`config.mk`:
```
export PLATFORM = sky130hd
export DESIGN_NAME = iomem_arb2
export DESIGN_NICKNAME = d
export VERILOG_FILES = /design/src/rtl/iomem_arb2.sv
export SDC_FILE = /design/constraint.sdc
export NUM_CORES = 1
export LEC_CHECK = 0
export BUFFER_PORTS_ARGS = -buffer_cell sky130_fd_sc_hd__buf_4
export CAP_MARGIN = 20
export CORE_AREA = 2 2 122 124
export CTS_BUF_LIST = sky130_fd_sc_hd__clkbuf_16
export CTS_CLUSTER_SIZE = 10
export DETAILED_ROUTE_END_ITERATION = 16
export DIE_AREA = 0 0 124 126
export PLACE_DENSITY = 0.84
export RECOVER_POWER = 100
export SYNTH_ARGS = -nofsm -noshare
export SYNTH_HDL_FRONTEND = slang
export SYNTH_SLANG_ARGS = --single-unit
```
`constraint.sdc`:
```
create_clock -name clk -period 2.2 [get_ports clk]
set_input_delay 0.33 -clock clk [delete_from_list [all_inputs] [get_ports clk]]
set_output_delay 0.33 -clock clk [all_outputs]
set_load 0.05 [all_outputs]
```
`src/rtl/iomem_arb2.sv`:
```
// Two-master round-robin arbiter in front of a single picosoc-style iomem target.
// Each transaction runs IDLE -> BUSY -> RESP, with a wait-cycle timeout that returns ERR_DATA.
module iomem_arb2 #(
  parameter int unsigned TIMEOUT  = 16,
  parameter logic [31:0] ERR_DATA = 32'hFFFF_FFFF
) (
  input  logic        clk,
  input  logic        resetn,
  input  logic        m0_valid,
  input  logic [3:0]  m0_wstrb,
  input  logic [31:0] m0_addr,
  input  logic [31:0] m0_wdata,
  output logic        m0_ready,
  output logic [31:0] m0_rdata,
  input  logic        m1_valid,
  input  logic [3:0]  m1_wstrb,
  input  logic [31:0] m1_addr,
  input  logic [31:0] m1_wdata,
  output logic        m1_ready,
  output logic [31:0] m1_rdata,
  output logic        s_valid,
  output logic [3:0]  s_wstrb,
  output logic [31:0] s_addr,
  output logic [31:0] s_wdata,
  input  logic        s_ready,
  input  logic [31:0] s_rdata,
  output logic        grant,
  output logic        err_flag,
  input  logic        err_clr
);

  typedef enum logic [1:0] {
    IDLE = 2'd0,
    BUSY = 2'd1,
    RESP = 2'd2
  } state_e;

  localparam logic [7:0] TMO_LAST = 8'(TIMEOUT - 1);

  state_e      state_q, state_d;
  logic        grant_q, grant_d;
  logic        s_valid_q, s_valid_d;
  logic [3:0]  s_wstrb_q, s_wstrb_d;
  logic [31:0] s_addr_q, s_addr_d;
  logic [31:0] s_wdata_q, s_wdata_d;
  logic [7:0]  cnt_q, cnt_d;
  logic        m0_ready_q, m0_ready_d;
  logic [31:0] m0_rdata_q, m0_rdata_d;
  logic        m1_ready_q, m1_ready_d;
  logic [31:0] m1_rdata_q, m1_rdata_d;
  logic        err_flag_q, err_flag_d;

  logic        pick_m1;
  logic        done;
  logic        err_set;
  logic [31:0] resp_data;

  always_comb begin
    state_d    = state_q;
    grant_d    = grant_q;
    s_valid_d  = s_valid_q;
    s_wstrb_d  = s_wstrb_q;
    s_addr_d   = s_addr_q;
    s_wdata_d  = s_wdata_q;
    cnt_d      = cnt_q;
    m0_ready_d = 1'b0;
    m0_rdata_d = '0;
    m1_ready_d = 1'b0;
    m1_rdata_d = '0;
    pick_m1    = 1'b0;
    done       = 1'b0;
    err_set    = 1'b0;
    resp_data  = '0;

    case (state_q)
      IDLE: begin
        s_valid_d = 1'b0;
        if (m0_valid || m1_valid) begin
          // With both requesting, the master not granted last wins.
          pick_m1   = m1_valid && (!m0_valid || !grant_q);
          grant_d   = pick_m1;
          s_addr_d  = pick_m1 ? m1_addr  : m0_addr;
          s_wdata_d = pick_m1 ? m1_wdata : m0_wdata;
          s_wstrb_d = pick_m1 ? m1_wstrb : m0_wstrb;
          s_valid_d = 1'b1;
          cnt_d     = '0;
          state_d   = BUSY;
        end
      end
      BUSY: begin
        if (s_ready) begin
          done      = 1'b1;
          resp_data = s_rdata;
        end else if (cnt_q == TMO_LAST) begin
          done      = 1'b1;
          err_set   = 1'b1;
          resp_data = ERR_DATA;
        end else begin
          cnt_d = cnt_q + 8'd1;
        end
        if (done) begin
          state_d   = RESP;
          s_valid_d = 1'b0;
          if (grant_q) begin
            m1_ready_d = 1'b1;
            m1_rdata_d = resp_data;
          end else begin
            m0_ready_d = 1'b1;
            m0_rdata_d = resp_data;
          end
        end
      end
      RESP: begin
        state_d = IDLE;
      end
      default: begin
        state_d   = IDLE;
        s_valid_d = 1'b0;
      end
    endcase

    err_flag_d = err_set | (err_flag_q & ~err_clr);
  end

  always_ff @(posedge clk or negedge resetn) begin
    if (!resetn) begin
      state_q    <= IDLE;
      grant_q    <= 1'b1;
      s_valid_q  <= 1'b0;
      s_wstrb_q  <= '0;
      s_addr_q   <= '0;
      s_wdata_q  <= '0;
      cnt_q      <= '0;
      m0_ready_q <= 1'b0;
      m0_rdata_q <= '0;
      m1_ready_q <= 1'b0;
      m1_rdata_q <= '0;
      err_flag_q <= 1'b0;
    end else begin
      state_q    <= state_d;
      grant_q    <= grant_d;
      s_valid_q  <= s_valid_d;
      s_wstrb_q  <= s_wstrb_d;
      s_addr_q   <= s_addr_d;
      s_wdata_q  <= s_wdata_d;
      cnt_q      <= cnt_d;
      m0_ready_q <= m0_ready_d;
      m0_rdata_q <= m0_rdata_d;
      m1_ready_q <= m1_ready_d;
      m1_rdata_q <= m1_rdata_d;
      err_flag_q <= err_flag_d;
    end
  end

  assign grant    = grant_q;
  assign s_valid  = s_valid_q;
  assign s_wstrb  = s_wstrb_q;
  assign s_addr   = s_addr_q;
  assign s_wdata  = s_wdata_q;
  assign m0_ready = m0_ready_q;
  assign m0_rdata = m0_rdata_q;
  assign m1_ready = m1_ready_q;
  assign m1_rdata = m1_rdata_q;
  assign err_flag = err_flag_q;

endmodule

```
==> results of run 1 <==
## worst min-delay path by stage
stage	from	to	slack, ns	cells after the start
5_1_grt	err_clr	err_flag$_DFF_PN0_	0.06	2
6_report	err_clr	err_flag$_DFF_PN0_	0.09	2
4_1_cts	err_clr	err_flag$_DFF_PN0_	0.07	2
3_5_place_dp	resetn	s_wdata[31]$_DFFE_PN0P_	0.25	1
3_3_place_gp	resetn	s_wdata[3]$_DFFE_PN0P_	0.24	1
2_1_floorplan	resetn	cnt_q[0]$_DFFE_PN0P_	0.03	0
## where the power goes
part / internal [uW] / total (uW) / leakage, uW / switching [uW]
logic: 1130 / 5360 / 0.00199 / 4230
registers: 3510 / 3940 / 0.00192 / 429
clock network: 1680 / 2810 / 0.000273 / 1130
total: 6310 / 12100 / 0.00418 / 5790
## flip-flops by register name, summed over array words and instances, names as in the netlist
name	cells
m1_ready	1
err_flag	1
grant	1
s_wdata	32
state_q	2
m0_ready	1
cnt_q	8
m1_rdata	32
m0_rdata	32
s_valid	1
s_wstrb	4
s_addr	32
## per-layer routing
layer / share of wire [%] / up-vias / track usage, % / wire [um]
met2: 52 / 223 / 39.2 / 9070
met1: 36 / 2420 / 24.5 / 6330
met5: 0 / - / 0 / 0
met4: 2.6 / 0 / 9.91 / 452
li1: - / 2464 / - / -
met3: 8.7 / 37 / 7.97 / 1510
## Yosys cell counts
library cell	instances	area [sq um]
a2111oi_2	1	15.0
a211o_1	3	26.3
a211o_4	1	17.5
a211oi_2	1	12.5
a21boi_0	1	7.51
a21o_4	1	15.0
a21oi_1	5	25.0
a31oi_1	2	12.5
and2_4	1	8.76
and3_1	2	12.5
and3_4	1	11.3
buf_1	3	11.3
buf_2	19	95.1
buf_4	2	15.0
clkbuf_1	11	41.3
dfrtp_1	146	3650
dfstp_2	1	26.3
ha_1	1	12.5
inv_1	5	18.8
inv_2	1	3.75
mux2_2	1	11.3
mux2i_1	68	681
nand2_1	74	278
nand2b_2	1	8.76
nand3_1	4	20.0
nand3_2	1	10.0
nand3b_4	1	20.0
nand4_1	1	6.26
nor2_1	67	251
nor2b_1	2	12.5
nor3_1	3	15.0
nor4_4	1	21.3
o21a_1	1	7.51
o21ai_0	94	470
o21ai_1	11	55.1
o32ai_1	1	8.76
or3_1	1	6.26
## timing repair
| item | 4_1_cts | 5_1_grt |
|---|---|---|
| hold endpoints to repair | 31 | 0 |
| hold buffers | 1 | 0 |
| buffers inserted | 0 | 0 |
## logic make-up after synthesis
family	synth area share, %
and+or+nand+nor	11.5
adders and majority gates	0.211
buffers and inverters	3.13
AOI/OAI and AO/OA	11.4
muxes	11.7
DFF	62.1
## area by class of cell
type | instances | area share (%)
Clock buffer | 17 | 4.98
Clock inverter | 15 | 1.85
Inverter | 6 | 0.264
Multi-Input combinational cell | 352 | 24.0
Sequential cell | 147 | 43.1
Tap cell | 184 | 2.69
Timing Repair Buffer | 331 | 23.1
## metrics by stage
stage               cell area (sq um)  hold slack [ns]  cells
floorplan                        5920           0.0344    540
global placement                 8560            0.245   1019
detailed placement               8560            0.251   1019
CTS                              9150           0.0671   1052
global route                     8540           0.0616   1052
finish                           8540           0.0872   1052
==> metrics.csv, run 1 <==
stage,metric,value,unit
outcome,status,"finished, final reports clean",
finish,area_delta_synth_final,44.2,%
sta,hold_viol_final,0,
sta,finalSetupViolCount,0,
cts,cts_tree,built,
setup_path,r2r_end,cnt_q[4]$_DFFE_PN0P_,
synth,postSynthAreaPerCell,11.0,sq um
setup_path,cp.depth,5,
power_and_ir_drop,power.total,12100,uW
floorplanning,start_util,41.4,%
sta,layout_min_cycle_time,1.99,ns
synth,ys_seq_area_share,62.1,%
synth,syn_nets,715,
global_routing,antenna_found_initial,0,
cts,cts_resized,0,
setup_path,cp-end-kind,flip-flop,
cts,clock_path_buffers,2,
finish,drive_gt1_share,25.8,%
floorplanning,die_w,124,um
setup_path,reg2reg_from,cnt_q[0]$_DFFE_PN0P_,
sta,min_period_over_period,90.3,%
floorplanning,coreArea,0.0143,sq mm
power_and_ir_drop,pwr_density_cell,1420,mW/mm^2
power_and_ir_drop,p_leak,0.00418,uW
synth,yosys_register_bits,147,
setup_path,crit_path_frequent_cell,a211o_1,
setup_path,arrival,2.28,ns
global_routing,grt_use_total,22.5,%
place,dp_slack,0.351,ns
sta,report.final.slew_viol_count,0,
flow_run,drv_cap,0,
setup_path,critPathKind,flip-flop to flip-flop,
setup_path,max_stage_delay,0.42,ns
power_and_ir_drop,ir_worst_vdd,0.00112,V
finish,most-common-layout-cells,"buf_4 (178), dfrtp_1 (146), clkbuf_1 (145)",
routing,drt_iter0_drc,360,
place,dp_hpwl,13000,um
routing,wl_per_cell,16.5,um
routing,vias_per_cell,4.89,
finish,antenna_cells,0,
setup_path,crit_buf_inv,0,
synth,synth.cell_area,0.00592,sq mm
cts,clockRootBuffer,clkbuf_16,
floorplanning,die_height,126,um
global_routing,grt_pass1_wl,26500,um
sta,fmaxAchievable,504,MHz
place,io_buffers,310,
routing,drtAntennaViolNets,0,
synth,syn_inst,540,
setup_path,r2r_slack,0.21,ns
routing,wirelength,17400,um
finish,seq_area,0.00368,sq mm
cts,clock_latency,0.41,ns
cts,clk_pin_slew,0.06,ns
finish,multi_input_area,0.00205,sq mm
global_routing,grt_max_degree,91,
global_routing,grt_overflow,0,
setup_path,worstPathCellList,"ha_1, and3_1, a211o_1, and2_0, a211o_1",
setup_path,r2r_cells,5,
routing,first_pass_iters,6,
finish,utilization,59.7,%
setup_path,slowest_stage,dfrtp_1,
setup_path,critPathMaxFanout,7,
cts,htree_levels,4,
place,gp_congestion,0.827,
finish,final.fill_count,1323,
setup_path,cp.required,2.49,ns
finish,nNetsFinal,1030,
cts,numCtsBuffers,17,
sta,grt_setup_unrepaired,no,
routing,drcViolationCount,0,
sta,setup_tns,0,ns
finish,layout_commonest_cell,buf_4,
floorplanning,ioPinCount,311,
setup_path,critPathCapture,cnt_q[4]$_DFFE_PN0P_,
cts,cts_sinks,147,
worst_hold_path,hold_class,input port to flip-flop,
routing,num_vias,5144,
setup_path,critPathTopFamily,compound AO/OA/AOI/OAI gates,
setup_path,crit_start,cnt_q[0]$_DFFE_PN0P_,
sta,finClkSkew,0.00812,ns
global_routing,grt_pass1_vias,5290,
floorplanning,num_rows,44,
sta,worstMarginPinSlew,0.882,ns
setup_path,crit_path_start_kind,flip-flop,
sta,fin_ws,0.214,ns
sta,max_slew_margin,41.2,%
floorplanning,fp.dieArea,0.0156,sq mm
synth,synth.lib_cells_used.distinct,37,
synth,yosysWarnings,0,
No activity file was read; power rests on OpenSTA's default activity.
==> run 2: changes to the inputs <==
clock period = 2.54 ns   (was 2.2 ns; I/O delays follow)
==> metrics.csv, run 2 (synthesis results as in run 1) <==
stage,metric,value,unit,change
finish,final.fill_count,1341,,+1.4%
finish,layoutNonFillerInstCount,1049,,-0.29%
routing,drcViolationCount,0,,unchanged
setup_path,r2r_end,s_addr[12]$_DFFE_PN0P_,,
cts,cts_sinks,147,,unchanged
sta,max_slew_margin,5.60,%,-36 points
flow_run,drv_cap,0,,unchanged
cts,clock_path_buffers,2,,unchanged
global_routing,grt_pass1_vias,5097,,-3.6%
finish,area_delta_synth_final,44.8,%,
sta,grt_setup_unrepaired,no,,
routing,first_pass_iters,4,,-2
setup_path,critPathMaxFanout,16,,+9
finish,nNetsFinal,1027,,-0.29%
sta,finClkSkew,0.00620,ns,-0.00192 ns
floorplanning,die_height,126,um,unchanged
finish,final_cell_area,0.00858,sq mm,+0.38%
setup_path,critPathKind,flip-flop to flip-flop,,
setup_path,arrival,2.47,ns,+0.19 ns
cts,clockRootBuffer,clkbuf_16,,
place,gp_congestion,0.816,,-1.3%
global_routing,grt_max_degree,77,,-15%
floorplanning,coreArea,0.0143,sq mm,unchanged
floorplanning,num_rows,44,,unchanged
sta,min_period_over_period,85.8,%,-4.5 points
global_routing,antenna_found_initial,0,,unchanged
floorplanning,ioPinCount,311,,unchanged
cts,cts_tree,built,,
sta,setup_tns,0,ns,unchanged
sta,report.final.slew_viol_count,0,,unchanged
setup_path,cp.required,2.83,ns,+0.34 ns
worst_hold_path,hp-start,err_clr,,
finish,drive_gt1_share,25.5,%,-0.26 points
cts,cts_resized,0,,unchanged
sta,fmaxAchievable,459,MHz,-8.9%
power_and_ir_drop,ir_worst_vdd,0.000694,V,-38%
place,placed_cell_area,0.00852,sq mm,-0.41%
routing,wirelength,17000,um,-2.1%
outcome,status,"finished, final reports clean",,
cts,postCtsHoldBufs,1,,unchanged
cts,clk_pin_slew,0.06,ns,about the same
floorplanning,fp.dieArea,0.0156,sq mm,unchanged
place,io_buffers,310,,unchanged
power_and_ir_drop,pwr_density_cell,1240,mW/mm^2,-12%
cts,clock_latency,0.41,ns,about the same
worst_hold_path,hold-path-endpoint,err_flag$_DFF_PN0_,,
routing,wl_per_cell,16.2,um,-1.8%
routing,num_vias,5105,,-0.76%
cts,numCtsBuffers,17,,unchanged
setup_path,r2r_slack,0.36,ns,+0.15 ns
global_routing,grt_pass1_wl,26200,um,-1.1%
global_routing,grt_use_total,22.2,%,-0.39 points
setup_path,r2r_cells,4,,-1
sta,layout_min_cycle_time,2.18,ns,+0.194 ns
routing,drt_iter0_drc,349,,-3.1%
cts,htree_levels,4,,unchanged
worst_hold_path,hold_class,input port to flip-flop,,
finish,most-common-layout-cells,"buf_4 (176), dfrtp_1 (146), clkbuf_1 (146)",,
sta,finalSetupViolCount,0,,unchanged
cts,cts_setup_buffers,0,,unchanged
setup_path,reg2reg_from,grant$_DFFE_PN1P_,,
finish,antenna_cells,0,,unchanged
setup_path,crit_path_start_kind,flip-flop,,
setup_path,cp-end-kind,flip-flop,,
worst_hold_path,hold-path-cell-count,2,,unchanged
place,post-place-cells,1016,,-0.29%
sta,hold_viol_final,0,,unchanged
power_and_ir_drop,p_leak,0.00419,uW,+0.28%
place,dp_hpwl,12800,um,-0.87%
floorplanning,die_w,124,um,unchanged
sta,worstMarginPinSlew,1.42,ns,+0.534 ns
finish,layout_commonest_cell,buf_4,,
floorplanning,start_util,41.4,%,unchanged
global_routing,grt_overflow,0,,unchanged
routing,drtAntennaViolNets,0,,unchanged
routing,vias_per_cell,4.87,,-0.47%
==> run 2: cell count changes in the layout (fill, tap and decap cells not counted), moves of 2 or more <==
cell	before	now
inv_6	2	4
clkbuf_4	2	0
buf_4	178	176
bufinv_16	2	4
clkinv_1	2	0
==> run 2: layer usage <==
metal  vias to the layer above  global-route usage (%)  part of all wire, %
li1                       2462                       -                    -
met1                      2385                    25.3                   38
met2                       231                    38.8                   52
met3                        27                    7.16                  8.3
met4                         0                    7.60                  2.0
met5                         -                       0                    0
==> run 2: final cells by class <==
cell class | count | area (sq um) | share of cell area [%]
clock buffer | 17 | 425 | 4.96
clock inverter | 15 | 206 | 2.41
sequential | 147 | 3680 | 42.9
timing repair buffer | 328 | 1960 | 22.9
tap | 184 | 230 | 2.68
inverter | 6 | 22.5 | 0.263
multi-input combinational | 352 | 2050 | 23.9
==> run 2: report_power, final <==
group          switching (uW)  leakage [uW]  internal, uW
combinational            3630       0.00198           973
clock                     994      0.000298          1660
sequential                377       0.00192          3040
total                    5010       0.00419          5670
==> run 2: worst max-delay path, stage by stage (launching register included) <==
cell	delay [ns]
dfstp_1	0.43
a21boi_2	0.85
clkbuf_1	0.41
mux2i_1	0.26
o21ai_0	0.09
==> run 2: worst max-delay path by stage <==
stage / start / end / slack, ns / cells past startpoint
2_1_floorplan: cnt_q[0]$_DFFE_PN0P_ / cnt_q[4]$_DFFE_PN0P_ / 0.79 / 5
3_3_place_gp: cnt_q[5]$_DFFE_PN0P_ / m0_rdata[12]$_DFF_PN0_ / 0.63 / 4
3_5_place_dp: cnt_q[5]$_DFFE_PN0P_ / m0_rdata[23]$_DFF_PN0_ / 0.53 / 4
4_1_cts: cnt_q[5]$_DFFE_PN0P_ / m0_rdata[23]$_DFF_PN0_ / 0.52 / 4
5_1_grt: grant$_DFFE_PN1P_ / s_addr[29]$_DFFE_PN0P_ / 0.19 / 4
6_report: grant$_DFFE_PN1P_ / s_addr[12]$_DFFE_PN0P_ / 0.36 / 4
==> run 2: metrics by stage <==
stage / util, % / setup WS (ns) / total power [uW] / hold WS, ns
finish: 59.9 / 0.361 / 10700 / 0.141
global route: 59.9 / 0.194 / 11200 / 0.128
detailed placement: 59.5 / 0.533 / 8730 / 0.386
global placement: 59.5 / 0.626 / 8620 / 0.376
CTS: 64.0 / 0.521 / 11400 / 0.123
floorplan: - / 0.788 / 6900 / 0.0854
==> run 3: changes to the inputs <==
==> constraint.sdc (replaced) <==
create_clock -name clk -period 2.54 [get_ports clk]
set_input_delay 0.254 -clock clk [delete_from_list [all_inputs] [get_ports clk]]
set_output_delay 0.254 -clock clk [all_outputs]
set_load 0.05 [all_outputs]
==> metrics.csv, run 3 (synthesis results as in run 1) <==
stage,metric,value,unit,change
worst_hold_path,hp-start,err_clr,,
power_and_ir_drop,power.total,10700,uW,+0.59%
power_and_ir_drop,combPwrFrac,43.7,%,+0.5 points
setup_path,arrival,2.44,ns,-0.03 ns
power_and_ir_drop,ir_worst_vdd,0.000824,V,+19%
setup_path,r2r_end,m1_rdata[24]$_DFF_PN0_,,
power_and_ir_drop,switchingPower,5000,uW,about the same
routing,wl_per_cell,16.3,um,+0.85%
routing,first_pass_iters,4,,unchanged
global_routing,grt_pass1_vias,5107,,+0.20%
setup_path,crit_path_start_kind,flip-flop,,
setup_path,r2r_slack,0.43,ns,+0.07 ns
cts,clk_pin_slew,0.06,ns,about the same
cts,numCtsBuffers,17,,unchanged
setup_path,crit_start,cnt_q[0]$_DFFE_PN0P_,,
cts,clock_latency,0.41,ns,about the same
power_and_ir_drop,p_leak,0.00424,uW,+1.1%
setup_path,max_stage_delay,0.40,ns,-0.45 ns
finish,final.fill_count,1305,,-2.7%
global_routing,grt_overflow,0,,unchanged
setup_path,critPathTopFamily,simple AND/OR/NAND/NOR gates,,
cts,clockRootBuffer,clkbuf_16,,
sta,layout_min_cycle_time,2.11,ns,-0.0713 ns
place,post-place-cells,1016,,unchanged
global_routing,grt_pass1_wl,26200,um,about the same
global_routing,antenna_found_initial,0,,unchanged
setup_path,cp-end-kind,flip-flop,,
sta,setup_tns,0,ns,unchanged
global_routing,grt_use_total,22.2,%,about the same
cts,cts_setup_buffers,0,,unchanged
power_and_ir_drop,p_sw_share,46.6,%,-0.32 points
power_and_ir_drop,seqPwrFrac,31.8,%,-0.2 points
routing,wirelength,17100,um,+0.85%
floorplanning,ioPinCount,311,,unchanged
setup_path,reg2reg_from,cnt_q[0]$_DFFE_PN0P_,,
sta,fmaxAchievable,474,MHz,+3.4%
routing,drcViolationCount,0,,unchanged
setup_path,worstPathCellList,"ha_1, and3_1, a21o_4, nand3_1, buf_12, nor2_1",,
finish,most-common-layout-cells,"buf_4 (179), dfrtp_1 (146), clkbuf_1 (139)",,
sta,max_slew_margin,7.37,%,+1.8 points
sta,worstMarginPinSlew,1.38,ns,-0.0359 ns
cts,cts_resized,0,,unchanged
place,dp_hpwl,13100,um,+1.8%
floorplanning,fp.dieArea,0.0156,sq mm,unchanged
finish,area_delta_synth_final,45.6,%,
power_and_ir_drop,clockPowerShare,24.5,%,-0.3 points
setup_path,cp.required,2.87,ns,+0.04 ns
finish,final_cell_area,0.00863,sq mm,+0.57%
setup_path,slowest_stage,dfrtp_1,,
sta,finClkSkew,0.00771,ns,+0.00151 ns
sta,min_period_over_period,83.0,%,-2.8 points
sta,hold_ws,0.0424,ns,-0.0982 ns
finish,layoutNonFillerInstCount,1049,,unchanged
cts,clock_path_buffers,2,,unchanged
sta,hold_viol_final,0,,unchanged
routing,drtAntennaViolNets,0,,unchanged
cts,cts_sinks,147,,unchanged
finish,nNetsFinal,1027,,unchanged
floorplanning,die_height,126,um,unchanged
power_and_ir_drop,power.internal,5730,uW,+1.2%
routing,vias_per_cell,4.83,,-0.76%
worst_hold_path,hold_class,input port to flip-flop,,
setup_path,critPathMaxFanout,34,,+18
power_and_ir_drop,pwr_density_cell,1240,mW/mm^2,about the same
floorplanning,start_util,41.4,%,unchanged
worst_hold_path,hold-path-endpoint,err_flag$_DFF_PN0_,,
sta,report.final.slew_viol_count,0,,unchanged
place,gp_congestion,0.839,,+2.7%
setup_path,critPathKind,flip-flop to flip-flop,,
floorplanning,coreArea,0.0143,sq mm,unchanged
sta,grt_setup_unrepaired,no,,
global_routing,grt_max_degree,53,,-31%
routing,num_vias,5066,,-0.76%
setup_path,crit_buf_inv,1,,unchanged
outcome,status,"finished, final reports clean",,
worst_hold_path,hold-path-cell-count,2,,unchanged
place,placed_cell_area,0.00855,sq mm,+0.29%
finish,layout_commonest_cell,buf_4,,
floorplanning,num_rows,44,,unchanged
place,io_buffers,310,,unchanged
cts,htree_levels,4,,unchanged
floorplanning,die_w,124,um,unchanged
cts,cts_tree,built,,
cts,postCtsHoldBufs,1,,unchanged
finish,drive_gt1_share,26.2,%,+0.69 points
routing,drt_iter0_drc,264,,-24%
sta,finalSetupViolCount,0,,unchanged
flow_run,drv_cap,0,,unchanged
finish,antenna_cells,0,,unchanged
setup_path,r2r_cells,6,,+2
## run 3: cell count changes in the layout (fill, tap and decap cells not counted), moves of 2 or more
cell        previous run  this run
buf_12                 4         6
buf_4                176       179
clkbuf_1             146       139
clkinv_4               2         4
clkinvlp_4             4         2
o21ai_1                9        11
## run 3: metal layers
metal / track usage, % / wire (um) / vias up
met2: 39.9 / 9100 / 224
met5: 0 / 0 / -
met4: 8.00 / 394 / 0
met1: 24.6 / 6310 / 2358
li1: - / - / 2453
met3: 6.48 / 1350 / 31
## run 3: power by group through the flow
stage | Clock [uW] | Sequential [uW] | Combinational, uW
2_1_floorplan | 0 | 5700 | 1210
3_3_place_gp | 0 | 3430 | 5250
3_5_place_dp | 0 | 3470 | 5330
4_1_cts | 2680 | 3440 | 5330
5_1_grt | 2780 | 3500 | 5000
6_report | 2630 | 3410 | 4690
## run 3: final cells by class
| class | instances | area [sq um] | share of cell area, % |
|---|---|---|---|
| multi-input cells | 352 | 2050 | 23.8 |
| well taps | 184 | 230 | 2.67 |
| clock inverters | 15 | 205 | 2.38 |
| repair buffers | 328 | 2010 | 23.3 |
| clock buffers | 17 | 425 | 4.93 |
| flip-flops and latches | 147 | 3680 | 42.7 |
| inverters | 6 | 22.5 | 0.261 |
## run 3: stage by stage
stage | setup WS [ns] | util, %
after floorplan | 0.788 | -
after global placement | 0.622 | 59.7
after detailed placement | 0.493 | 59.7
after CTS | 0.494 | 64.2
after global routing | 0.211 | 60.3
final | 0.432 | 60.3
## run 3: worst max-delay path by stage
| stage | end | slack (ns) | depth (start not counted) |
|---|---|---|---|
| after global placement | m0_rdata[9]$_DFF_PN0_ | 0.62 | 4 |
| after global routing | m1_rdata[31]$_DFF_PN0_ | 0.21 | 6 |
| after detailed placement | m0_rdata[29]$_DFF_PN0_ | 0.49 | 4 |
| final | m1_rdata[24]$_DFF_PN0_ | 0.43 | 6 |
| after CTS | m0_rdata[29]$_DFF_PN0_ | 0.49 | 4 |
| after floorplan | cnt_q[4]$_DFFE_PN0P_ | 0.79 | 5 |
